--- config.mk ---
export PLATFORM = sky130hd
export DESIGN_NAME = rename_register_file
export DESIGN_NICKNAME = d
export VERILOG_FILES = /design/src/rtl/rename_register_file.sv
export SDC_FILE = /design/constraint.sdc
export NUM_CORES = 2
export LEC_CHECK = 0
export CORE_MARGIN = 2
export CORE_UTILIZATION = 29
export DETAILED_ROUTE_END_ITERATION = 8
export DONT_BUFFER_PORTS = 1
export SYNTH_ARGS = -nofsm -noshare
export SYNTH_HDL_FRONTEND = slang
export SYNTH_SLANG_ARGS = --single-unit
--- constraint.sdc ---
create_clock -name clk_in -period 51.9 [get_ports clk_in]
set_input_delay 5.19 -clock clk_in [delete_from_list [all_inputs] [get_ports clk_in]]
set_output_delay 5.19 -clock clk_in [all_outputs]
set_load 0.1 [all_outputs]
--- src/rtl/rename_register_file.sv ---
// Architectural register file with per-register ROB rename tags, two zero-latency dependency queries.
// Optional same-cycle commit forwarding into the query ports: define REGFILE_COMMIT_BYPASS_EN.
module rename_register_file #(
    parameter int XLEN     = 32,
    parameter int REG_NUM  = 32,
    parameter int ROB_ID_W = 5,
    localparam int RID_W   = $clog2(REG_NUM)
) (
    input  logic                clk_in,
    input  logic                rst_in,
    input  logic                rdy_in,
    input  logic                _clear,
    input  logic                _rf_launch_ready,
    input  logic [ROB_ID_W-1:0] _rf_launch_rob_id,
    input  logic [RID_W-1:0]    _rf_launch_register_id,
    input  logic                _rf_commit_ready,
    input  logic [ROB_ID_W-1:0] _rf_commit_rob_id,
    input  logic [RID_W-1:0]    _rf_commit_register_id,
    input  logic [XLEN-1:0]     _rf_commit_value,
    input  logic [RID_W-1:0]    _ask_rd_1,
    input  logic [RID_W-1:0]    _ask_rd_2,
    output logic [ROB_ID_W-1:0] _dep_rd_1,
    output logic [XLEN-1:0]     _dep_value_1,
    output logic [ROB_ID_W-1:0] _dep_rd_2,
    output logic [XLEN-1:0]     _dep_value_2
);

    logic [XLEN-1:0]     value_q [REG_NUM];
    logic [XLEN-1:0]     value_d [REG_NUM];
    logic [ROB_ID_W-1:0] tag_q   [REG_NUM];
    logic [ROB_ID_W-1:0] tag_d   [REG_NUM];

    // Entry 0 is never written here, so x0 stays at its reset value of 0/0.
    always_comb begin
        value_d = value_q;
        tag_d   = tag_q;
        if (rdy_in) begin
            for (int r = 1; r < REG_NUM; r++) begin
                if (_rf_commit_ready && _rf_commit_register_id == RID_W'(r))
                    value_d[r] = _rf_commit_value;
                // A mid-flight launch owns the register ahead of any commit clear.
                if (_clear)
                    tag_d[r] = '0;
                else if (_rf_launch_ready && _rf_launch_register_id == RID_W'(r))
                    tag_d[r] = _rf_launch_rob_id;
                else if (_rf_commit_ready && _rf_commit_register_id == RID_W'(r)
                         && tag_q[r] == _rf_commit_rob_id)
                    tag_d[r] = '0;
            end
        end
    end

    always_ff @(posedge clk_in or posedge rst_in) begin
        if (rst_in) begin
            for (int r = 0; r < REG_NUM; r++) begin
                value_q[r] <= '0;
                tag_q[r]   <= '0;
            end
        end else begin
            value_q <= value_d;
            tag_q   <= tag_d;
        end
    end

`ifdef REGFILE_COMMIT_BYPASS_EN
    function automatic logic bypass_hit(input logic [RID_W-1:0] ask);
        return _rf_commit_ready && _rf_commit_register_id == ask && ask != '0
               && tag_q[ask] == _rf_commit_rob_id;
    endfunction
`endif

    always_comb begin
        _dep_rd_1    = tag_q[_ask_rd_1];
        _dep_value_1 = value_q[_ask_rd_1];
        _dep_rd_2    = tag_q[_ask_rd_2];
        _dep_value_2 = value_q[_ask_rd_2];
`ifdef REGFILE_COMMIT_BYPASS_EN
        if (bypass_hit(_ask_rd_1)) begin
            _dep_rd_1    = '0;
            _dep_value_1 = _rf_commit_value;
        end
        if (bypass_hit(_ask_rd_2)) begin
            _dep_rd_2    = '0;
            _dep_value_2 = _rf_commit_value;
        end
`endif
    end

endmodule

==> flow_metrics.env <==
export IMPL_status="finished, violations left"
export IMPL_violations="max-slew violations"
export IMPL_std_cell_rows=173
export IMPL_p_per_area_nw_per_um2=33.11
export IMPL_peakVddDrop_mv=0.02957
export IMPL_synth_edf_count=0
export IMPL_synth_top_family_by_area="multiplexers"
export IMPL_synth_warnings=0
export IMPL_ys_types=41
export IMPL_grtUsageTotal_pct=18.69
export IMPL_cts_hold_buf=0
export IMPL_layout_nets=4613
export IMPL_ys_seq_area_share_pct=44.55
export IMPL_avgSynthCellArea_um2=13.45
export IMPL_rsz0062_at_grt="false"
export IMPL_ys_async_sr_fraction_pct=100.0
export IMPL_setup_tns_ps=0
export IMPL_crit_fanout=335
export IMPL_fin_cells=7619
export IMPL_placed_cell_area_um2=67150
export IMPL_die_h_um=475.4
export IMPL_synth_simple_area_share_pct=3.960
export IMPL_synthTopCellsByCount="1147 x dfrtp_1, 774 x mux2_2, 444 x mux4_2, 292 x mux2_1, 234 x clkbuf_1"
export IMPL_maxSlewHeadroom_pct=-48.25
export IMPL_netlist_instances=4792
export IMPL_worst_setup_path_start_kind="input pin"
export IMPL_synth_ff_type="dfrtp_1"
export IMPL_gr_total_overflow=0
export IMPL_layout_setup_ws_ps=38050
export IMPL_clk_insertion_delay_late_ps=770
export IMPL_synth_area_top_cells="dfrtp_1 45%, mux4_2 16%, mux2_2 14%, mux2_1 5.1%, mux2i_1 3.4%"
export IMPL_syn_nets=4860
export IMPL_routedWlPerCell_um=28.16
export IMPL_via_count=43627
export IMPL_drtIter0Drc=4573
export IMPL_clockBufferDepth=3
export IMPL_syn_to_final_growth_pct=10.32
export IMPL_tightest_slew_ps=2224
export IMPL_fin_crit_ps=13850
export IMPL_gp_congestion=0.8467
export IMPL_ys_seq_elements=1147
export IMPL_synth_top_cell_area_share_pct=44.55
export IMPL_grt_pass1_vias=45019
export IMPL_grt_pass1_wl_um=314200
export IMPL_post_cts_buffers=0
export IMPL_die_w_um=475.4
export IMPL_grt_max_degree=336
export IMPL_finalSetupViolCount=0
export IMPL_synthAdderAreaFrac_pct=0
export IMPL_cp_arrival_ps=8660
export IMPL_clk_pin_slew_ps=60
export IMPL_hold_class="flip-flop to flip-flop"
export IMPL_drive_gt1_share_pct=35.62
export IMPL_dieArea_um2=226000
export IMPL_placement_io_buffers=0
export IMPL_route_detailed_drc=0
export IMPL_max_freq_ghz=0.07219
export IMPL_slew_viol_final=179
export IMPL_cp_end_kind="output port"
export IMPL_core_um2=221700
export IMPL_hpwlAfterDp_um=116500
export IMPL_drtPass1Iterations=7
export IMPL_finalHoldViolCount=0
export IMPL_leakagePower_nw=31.72
export IMPL_wirelength_um=214600
export IMPL_criticalPathCategory="input pin to output port"
export IMPL_ios=142
export IMPL_design_area_um2=71080
export IMPL_dp_cells=7401
export IMPL_post_place_ws_ps=38840
export IMPL_cts_sinks=1147
export IMPL_antenna_found_initial=5
export IMPL_initial_utilization_pct=29.07
export IMPL_drv_cap=0
export IMPL_routed_via_density=5.726
export IMPL_synthMuxAreaShare_pct=37.60
export IMPL_worstPathRequired_ps=46710
export IMPL_cts_buffers=117
export IMPL_synth_xor_area_share_pct=2.107
export IMPL_cts_resized=0
export IMPL_ant_nets=0
export IMPL_synth_compound_area_share_pct=7.541
export IMPL_yosys_area_top_type="dfrtp_1"
export IMPL_cts_root_buf="clkbuf_16"
export IMPL_synthesis_area_um2=64430
export IMPL_post_route_period_util_pct=26.69
export IMPL_htree_levels=3
export IMPL_cts_tree="yes"
export IMPL_fin_skew_ps=31.45
export IMPL_synth_most_common_cell="dfrtp_1"
-- per-stage QoR --
stage | power, mW | util (%) | hold slack, ps
finish | 2.354 | 32.07 | 504.9
global route | 2.441 | 32.07 | 524.7
CTS | 2.364 | 32.07 | 508.7
detailed placement | 1.487 | 30.29 | 494.1
global placement | 1.473 | 30.29 | 481.5
floorplan | 1.423 | - | 469.7
-- cells in the final DEF, fill, tap and decap left out, types with 3 or more instances in the layout --
cell type / n
nor3_1: 5
nor4_1: 31
clkbuf_8: 25
clkinv_2: 17
nand4_1: 32
a22o_1: 148
nand3_1: 72
o31a_1: 13
clkinvlp_4: 3
mux2_1: 292
xor2_1: 62
o21ai_2: 74
bufinv_16: 9
mux2i_1: 222
and2_1: 3
o21ai_1: 58
and3_1: 92
nand2_1: 86
inv_1: 65
nor2_1: 101
nand2b_1: 8
a22oi_1: 73
clkbuf_16: 118
xnor2_1: 93
o22ai_1: 74
nor2b_4: 11
mux2_2: 774
clkbuf_1: 37
buf_4: 126
nor2b_1: 4
o31ai_1: 92
nand3_2: 3
a21o_1: 90
nor2_4: 26
dfrtp_1: 1147
o21ai_0: 81
nand2_2: 9
mux4_2: 444
-- state kept, by name, indices dropped and copies added (netlist names) --
register / count
tag_q: 155
value_q: 992
-- power by group --
part	switching (mW)	internal, mW	total [mW]
registers	0.0779	0.999	1.08
clock network	0.379	0.500	0.880
logic	0.194	0.204	0.398
total	0.651	1.70	2.35
-- per-layer routing --
metal	GRT usage (%)	wire length, um	vias up
li1	-	-	17728
met1	24.52	88430	23542
met2	29.64	98790	1939
met3	5.231	19590	418
met4	6.297	7774	0
met5	0	0	-
-- area by class of cell --
type                       count  area, um^2
antenna                        1       2.502
clock buffer                 180        3436
clock inverter                37       495.5
fill                       21924      150600
inverter                      66       255.2
multi-input combinational   3087       33520
sequential                  1147       28700
tap                         2975        3722
timing repair buffer         126       945.9
-- cell families after synthesis --
kind of cell,after synthesis
compound gates,704
xor+xnor,155
buf+inv,558
flops,1147
mux,1732
simple gates,496
-- critical path, cell delays in order --
cell and delay [ps]:
mux4_2 1240, a22o_1 260, o21ai_0 440, o21ai_2 210, buf_4 290
-- path summary, 6_finish.rpt --
check | startpoint | to | slack, ps | depth (start not counted)
setup reg to reg | tag_q[86] | tag_q[86] | 50290 | 5
min in group asynchronous | rst_in | value_q[422] | 4510 | 1
setup / recovery | _ask_rd_1[0] | _dep_rd_1[2] | 38050 | 5
max in group asynchronous | rst_in | value_q[146] | 42550 | 6
hold reg to reg | value_q[291] | value_q[291] | 500 | 1
hold / removal | value_q[291] | value_q[291] | 500 | 1
Note: power is estimated with default switching activity, not from simulation.
